**src/rtl/rf_wb_scheduler_pkg.sv**
```systemverilog
// Shared constants and types for the register-file writeback scheduler.
// WORD_SIZE is the MSB index of a register word, so data buses are WORD_SIZE+1 bits.
package rf_wb_scheduler_pkg;

   localparam int WORD_SIZE = 31;
   localparam int NUM_REGS  = 32;
   localparam int REG_IDX_W = 5;

   typedef logic [REG_IDX_W-1:0] reg_idx_t;
   typedef logic [WORD_SIZE:0]   word_t;

   typedef enum logic [1:0] {
      GNT_NONE = 2'd0,
      GNT_ALU  = 2'd1,
      GNT_LSU  = 2'd2
   } grant_e;

endpackage

```
**src/rtl/rf_wb_scheduler_if.sv**
```systemverilog
// Writeback bus: ALU and LSU request handshakes plus the register file write port.
interface rf_wb_scheduler_if;
   import rf_wb_scheduler_pkg::*;

   logic     i_alu_valid;
   reg_idx_t i_alu_rd;
   word_t    i_alu_wd;
   logic     o_alu_ready;

   logic     i_lsu_valid;
   reg_idx_t i_lsu_rd;
   word_t    i_lsu_wd;
   logic     o_lsu_ready;

   logic     o_Wen;
   reg_idx_t o_Wnum;
   word_t    o_Wd;

   // Requesters and register file side
   modport master (
      output i_alu_valid, i_alu_rd, i_alu_wd,
      output i_lsu_valid, i_lsu_rd, i_lsu_wd,
      input  o_alu_ready, o_lsu_ready,
      input  o_Wen, o_Wnum, o_Wd
   );

   // Scheduler side
   modport slave (
      input  i_alu_valid, i_alu_rd, i_alu_wd,
      input  i_lsu_valid, i_lsu_rd, i_lsu_wd,
      output o_alu_ready, o_lsu_ready,
      output o_Wen, o_Wnum, o_Wd
   );

endinterface

```
**src/rtl/rf_wb_scheduler_scoreboard.sv**
```systemverilog
// Pending-write scoreboard: one busy bit per register, set on issue,
// cleared on writeback, with the decode hazard compare.
module rf_scoreboard
   import rf_wb_scheduler_pkg::*;
(
   input  logic                i_clk,
   input  logic                i_rst_n,
   input  logic                i_issue_en,
   input  reg_idx_t            i_issue_rd,
   input  reg_idx_t            i_rs1,
   input  reg_idx_t            i_rs2,
   input  logic                i_clr_en,
   input  reg_idx_t            i_clr_rd,
   output logic                o_stall,
   output logic [NUM_REGS-1:0] o_busy
);

   logic [NUM_REGS-1:0] busy_d, busy_q;
   logic                hazard;

   // Hazard compare against the registered busy bits; a write landing this
   // cycle still counts as pending because the register file returns old data.
   always_comb begin
      hazard = 1'b0;
      if ((i_rs1 != '0) && busy_q[i_rs1]) hazard = 1'b1;
      if ((i_rs2 != '0) && busy_q[i_rs2]) hazard = 1'b1;
      if (i_issue_en && (i_issue_rd != '0) && busy_q[i_issue_rd]) hazard = 1'b1;
      o_stall = i_rst_n && hazard;
   end

   // Next busy vector: clear first so a same-register issue overrides it;
   // a stalled issue leaves the scoreboard alone.
   always_comb begin
      busy_d = busy_q;
      if (i_clr_en) busy_d[i_clr_rd] = 1'b0;
      if (i_issue_en && (i_issue_rd != '0) && !hazard) busy_d[i_issue_rd] = 1'b1;
      busy_d[0] = 1'b0;
   end

   // Busy register
   always_ff @(posedge i_clk or negedge i_rst_n) begin
      if (!i_rst_n) busy_q <= '0;
      else          busy_q <= busy_d;
   end

   assign o_busy = busy_q;

endmodule

```
**src/rtl/rf_wb_scheduler.sv**
```systemverilog
// Writeback scheduler: arbitrates ALU and LSU results onto the single
// register file write port (LSU priority with ALU anti-starvation) and
// tracks pending destinations through the scoreboard.
module rf_wb_scheduler
   import rf_wb_scheduler_pkg::*;
#(
   parameter int STARVE_LIMIT = 3
) (
   input  logic                i_clk,
   input  logic                i_rst_n,
   rf_wb_scheduler_if.slave    wb,
   input  logic                i_issue_en,
   input  reg_idx_t            i_issue_rd,
   input  reg_idx_t            i_rs1,
   input  reg_idx_t            i_rs2,
   output logic                o_stall,
   output logic [NUM_REGS-1:0] o_busy
);

   localparam int               CNT_W      = (STARVE_LIMIT < 1) ? 1 : $clog2(STARVE_LIMIT + 1);
   localparam logic [CNT_W-1:0] STARVE_MAX = CNT_W'(STARVE_LIMIT);

   grant_e           grant;
   reg_idx_t         wnum;
   logic [CNT_W-1:0] starv_d, starv_q;

   // Arbitration: LSU first unless the ALU has lost STARVE_LIMIT times in a row;
   // reset kills any grant immediately.
   always_comb begin
      grant = GNT_NONE;
      if (i_rst_n) begin
         if (wb.i_lsu_valid && !(wb.i_alu_valid && (starv_q == STARVE_MAX))) grant = GNT_LSU;
         else if (wb.i_alu_valid)                                             grant = GNT_ALU;
      end
   end

   // Write port and ready outputs, combinational from the grant; x0 writes are
   // accepted but never reach the register file.
   always_comb begin
      wb.o_alu_ready = (grant == GNT_ALU);
      wb.o_lsu_ready = (grant == GNT_LSU);
      wnum           = '0;
      wb.o_Wd        = '0;
      unique case (grant)
         GNT_ALU: begin
            wnum    = wb.i_alu_rd;
            wb.o_Wd = wb.i_alu_wd;
         end
         GNT_LSU: begin
            wnum    = wb.i_lsu_rd;
            wb.o_Wd = wb.i_lsu_wd;
         end
         default: ;
      endcase
      wb.o_Wnum = wnum;
      wb.o_Wen  = (grant != GNT_NONE) && (wnum != '0);
   end

   // Starvation count: consecutive cycles the ALU waited, saturating.
   always_comb begin
      starv_d = '0;
      if (wb.i_alu_valid && (grant != GNT_ALU))
         starv_d = (starv_q == STARVE_MAX) ? starv_q : starv_q + CNT_W'(1);
   end

   // Starvation counter register
   always_ff @(posedge i_clk or negedge i_rst_n) begin
      if (!i_rst_n) starv_q <= '0;
      else          starv_q <= starv_d;
   end

   rf_scoreboard u_scoreboard (
      .i_clk      (i_clk),
      .i_rst_n    (i_rst_n),
      .i_issue_en (i_issue_en),
      .i_issue_rd (i_issue_rd),
      .i_rs1      (i_rs1),
      .i_rs2      (i_rs2),
      .i_clr_en   (wb.o_Wen),
      .i_clr_rd   (wb.o_Wnum),
      .o_stall    (o_stall),
      .o_busy     (o_busy)
   );

endmodule

```
**src/flat_wrapper.sv**
```systemverilog
// flat-port wrapper written by rule: the top's interface ports become plain ports
module rf_wb_scheduler_flat import rf_wb_scheduler_pkg::*;
#(
   parameter int STARVE_LIMIT = 3
)
  (i_clk, i_rst_n, i_issue_en, i_issue_rd, i_rs1, i_rs2, o_stall, o_busy, wb_i_alu_valid, wb_i_alu_rd, wb_i_alu_wd, wb_i_lsu_valid, wb_i_lsu_rd, wb_i_lsu_wd, wb_o_alu_ready, wb_o_lsu_ready, wb_o_Wen, wb_o_Wnum, wb_o_Wd);
  rf_wb_scheduler_if wb_i ();
  input  logic i_clk;
  input  logic i_rst_n;
  input  logic i_issue_en;
  input  reg_idx_t i_issue_rd;
  input  reg_idx_t i_rs1;
  input  reg_idx_t i_rs2;
  output logic o_stall;
  output logic [NUM_REGS-1:0] o_busy;
  input wire logic [$bits(wb_i.i_alu_valid)-1:0] wb_i_alu_valid;
  input wire logic [$bits(wb_i.i_alu_rd)-1:0] wb_i_alu_rd;
  input wire logic [$bits(wb_i.i_alu_wd)-1:0] wb_i_alu_wd;
  input wire logic [$bits(wb_i.i_lsu_valid)-1:0] wb_i_lsu_valid;
  input wire logic [$bits(wb_i.i_lsu_rd)-1:0] wb_i_lsu_rd;
  input wire logic [$bits(wb_i.i_lsu_wd)-1:0] wb_i_lsu_wd;
  output wire logic [$bits(wb_i.o_alu_ready)-1:0] wb_o_alu_ready;
  output wire logic [$bits(wb_i.o_lsu_ready)-1:0] wb_o_lsu_ready;
  output wire logic [$bits(wb_i.o_Wen)-1:0] wb_o_Wen;
  output wire logic [$bits(wb_i.o_Wnum)-1:0] wb_o_Wnum;
  output wire logic [$bits(wb_i.o_Wd)-1:0] wb_o_Wd;
  assign wb_i.i_alu_valid = wb_i_alu_valid;
  assign wb_i.i_alu_rd = wb_i_alu_rd;
  assign wb_i.i_alu_wd = wb_i_alu_wd;
  assign wb_i.i_lsu_valid = wb_i_lsu_valid;
  assign wb_i.i_lsu_rd = wb_i_lsu_rd;
  assign wb_i.i_lsu_wd = wb_i_lsu_wd;
  assign wb_o_alu_ready = wb_i.o_alu_ready;
  assign wb_o_lsu_ready = wb_i.o_lsu_ready;
  assign wb_o_Wen = wb_i.o_Wen;
  assign wb_o_Wnum = wb_i.o_Wnum;
  assign wb_o_Wd = wb_i.o_Wd;
  rf_wb_scheduler #(.STARVE_LIMIT(STARVE_LIMIT)) u_core (.i_clk(i_clk), .i_rst_n(i_rst_n), .wb(wb_i), .i_issue_en(i_issue_en), .i_issue_rd(i_issue_rd), .i_rs1(i_rs1), .i_rs2(i_rs2), .o_stall(o_stall), .o_busy(o_busy));
endmodule
```
**config.mk**
```make
export PLATFORM = sky130hd
export DESIGN_NAME = rf_wb_scheduler_flat
export DESIGN_NICKNAME = d
export VERILOG_FILES = /design/src/rtl/rf_wb_scheduler_pkg.sv /design/src/rtl/rf_wb_scheduler_if.sv /design/src/rtl/rf_wb_scheduler_scoreboard.sv /design/src/rtl/rf_wb_scheduler.sv /design/src/flat_wrapper.sv
export SDC_FILE = /design/constraint.sdc
export NUM_CORES = 1
export LEC_CHECK = 0
export CAP_MARGIN = 20
export CORE_AREA = 5 5 100 55
export CTS_CLUSTER_SIZE = 40
export DETAILED_ROUTE_END_ITERATION = 10
export DIE_AREA = 0 0 105 60
export DONT_BUFFER_PORTS = 1
export PLACE_DENSITY = 0.85
export SYNTH_ARGS = -nofsm -noshare
export SYNTH_HDL_FRONTEND = slang
export SYNTH_HIERARCHICAL = 1
export SYNTH_SLANG_ARGS = --single-unit
```
**constraint.sdc**
```tcl
create_clock -name i_clk -period 5 [get_ports i_clk]
set_input_delay 0.75 -clock i_clk [delete_from_list [all_inputs] [get_ports i_clk]]
set_output_delay 0.75 -clock i_clk [all_outputs]
set_load 0.01 [all_outputs]
```
==> flow_summary.yaml <==
clocking:
  ctsResizeCount: 0
  cts_buffers: 5
  cts_buffer_depth: 2
  hold_buffers: 0
  root_buffer: "clkbuf_8"
  postCtsSetupBuffers: 0
  clk_pin_slew_ns: 0.07
  cts_tree: "done"
  clock_latency_ns: 0.29
  cts_sinks: 33
  htree_levels: 2
final_layout:
  syn_to_final_growth_pct: 1.14
  final_cells: 379
  final_nets: 416
  diodes: 0
  final_core_util_pct: 67.3
  drive_above_1_share_pct: 12.2
drt:
  wl_met3_um: 1720
  num_vias: 3045
  drc: 0
  dr_wl_met2_um: 4480
  highest_layer: "met4"
  wire_per_inst_um: 27.6
  vias_per_cell: 8.03
  ant_nets: 0
  dr.first_iter.drc_count: 500
  wl_met1_um: 4100
  first_pass_iters: 7
  wl_um: 10400
floorplan:
  core_area_um2: 4640
  die_h_um: 60
  start_util_pct: 66.5
  die_area_um2: 6300
  die_width_um: 105
  ios: 167
  rows: 18
yosys:
  yosys_warnings: 6
  synth_cell_types: 46
  postSynthCellCount: 335
  yosys.area.top_type_share_pct: 26.8
  synthesis.nets: 433
  yosysSeqAreaShare_pct: 26.8
  synth_edf_count: 0
  synth_largest_area_cell: "dfrtp_1"
  synth.area.top_cells: "dfrtp_1, a22oi_1, o41ai_1"
  ys_async_sr_fraction_pct: 100
  syn_area_um2: 3090
  ys.flop_type: "dfrtp_1"
  synthTopCellsByCount: "nor2_1, a22oi_1, dfrtp_1, o21ai_0, o41ai_1"
  ys_ff_latch: 33
  synth.avg_cell_area_um2: 9.21
  yosysMostFrequentCell: "nor2_1"
global_routing:
  grt_max_degree: 39
  antenna_found_initial: 0
  grt_pass1_vias: 2808
  grt_pass1_wl_um: 15800
  grt_overflow: 0
  grt_usage_pct: 32.1
timing:
  grt_setup_unrepaired: "no"
  fin_worst_skew_ns: 0.00699
  tightest_slew_ns: 0.784
  relSlewSlack_pct: 47.6
  finalCritPeriodShare_pct: 72.8
  setup_tns_ns: 0
  final_hold_viol_count: 0
  setup_viol: 0
  whs_ns: 0.148
  finalMaxSlewViolations: 0
  max_freq_ghz: 0.275
  fin_crit_ns: 3.64
power_and_ir_drop:
  p_clk_share_pct: 21.3
  seqPwrFrac_pct: 45.6
  switchingPower_uw: 522
  internal_power_uw: 709
  ir_drop_mv: 0.298
  p_leak_nw: 1.15
  switching_share_pct: 42.4
  powerDensity_nw_per_um2: 394
  finalPower_mw: 1.23
  p_comb_share_pct: 33.1
worst_setup_path:
  criticalPathCategory: "flop to flop"
  cp_slowest_cell: "nor2_1"
  path_cells: "ha_1 > o211ai_1 > ha_1 > buf_4 > a22oi_2 > nor2_1 > or3b_2 > o21ai_0 > o41ai_1"
  critPathMaxStageDelay_ns: 0.58
  critPathArrivalTime_ns: 3.79
  reg2reg_slack_ns: 1.36
  end_kind: "flop"
  critPathRequiredTime_ns: 5.15
  cpMostUsedCell: "ha_1"
  cp-start-kind: "flop"
  cp_max_fo: 25
run_status:
  status: "complete, no violations"
run:
  drv_cap: 0
place:
  dp_hpwl_um: 7700
  post-place-cells: 371
  io_buffer_count: 0
  gp_congestion: 0.938
hold_path:
  worstHoldPathType: "input port to asynchronous set/reset pin"
-- cell families (layout without fill, tap and decap cells) --
kind of cell | after synthesis | in the layout | share of synthesized area, %
other cells | 1 | 1 | 0.122
compound gates | 125 | 125 | 30.3
flops | 33 | 33 | 26.8
xor+xnor | 1 | 1 | 0.284
buf+inv | 33 | 17 | 6.65
simple gates | 104 | 104 | 17.1
mux | 34 | 34 | 17.2
fa+ha+maj | 4 | 4 | 1.62
-- registers in the layout, indices dropped and copies added (netlist names) --
name and count:
u_core/u_scoreboard/o_busy 31, u_core/starv_q 2
-- critical path: cells and delay by family (launching register included) --
kind	cells	cell delay, ns
flip-flops	1	0.39
AND/OR/NAND/NOR	2	1.14
buffers and inverters	1	0.37
AO/OA/AOI/OAI	4	0.78
adder cells (fa/ha/maj)	2	0.83
-- layout make-up --
cell class | count | area, µm²
clock inverter | 1 | 30.0
inverter | 5 | 18.8
timing repair buffer | 4 | 30.0
clock buffer | 7 | 86.3
fill | 370 | 1520
tap | 60 | 75.1
sequential | 33 | 826
multi-input combinational | 269 | 2050
-- final timing paths --
check                      cells after the start                             to         startpoint
setup / recovery                               9  u_core/u_scoreboard/o_busy[5]  u_core/starv_q[0]
hold / removal                                 0  u_core/u_scoreboard/o_busy[3]            i_rst_n
setup reg to reg                               9  u_core/u_scoreboard/o_busy[5]  u_core/starv_q[0]
hold reg to reg                                2              u_core/starv_q[1]  u_core/starv_q[1]
max in group asynchronous                      0  u_core/u_scoreboard/o_busy[4]            i_rst_n
min in group i_clk                             2              u_core/starv_q[1]  u_core/starv_q[1]
-- power groups by stage --
stage / Clock, mW / Combinational [mW] / Sequential (mW)
global route: 0.278 / 0.439 / 0.571
finish: 0.262 / 0.407 / 0.562
global placement: 0 / 0.379 / 0.549
floorplan: 0 / 0.365 / 0.472
detailed placement: 0 / 0.389 / 0.555
CTS: 0.269 / 0.395 / 0.550
-- placed cells by master (no fill, tap or decap), drive strengths merged, types with 2 or more instances in the layout --
cell,netlist,layout
nor2b,8,8
o21a,2,2
o22ai,2,2
buf,22,4
a31oi,4,4
or3b,3,3
nand4,2,2
dfrtp,33,33
o21ai,32,32
inv,5,5
o41ai,28,28
nand3b,10,10
o31ai,3,3
or3,2,2
clkbuf,6,7
a21oi,6,6
nand2,12,12
ha,4,4
nor3b,2,2
nand2b,5,5
mux2,6,6
mux4,13,13
nor2,46,46
nand3,8,8
a22oi,41,41
and2,4,4
mux2i,15,15
-- metal layers --
metal,track usage (%),vias up
li1,-,1292
met1,43.7,1466
met2,46.2,266
met3,16.0,21
met4,6.56,0
met5,0,-
-- stage by stage --
stage / cell area (µm²) / setup WS, ns
detailed placement: 3000 / 1.41
global route: 3120 / 1.11
finish: 3120 / 1.36
CTS: 3120 / 1.41
global placement: 3000 / 1.47
floorplan: 3090 / 1.84
No activity file was read; power rests on OpenSTA's default activity.
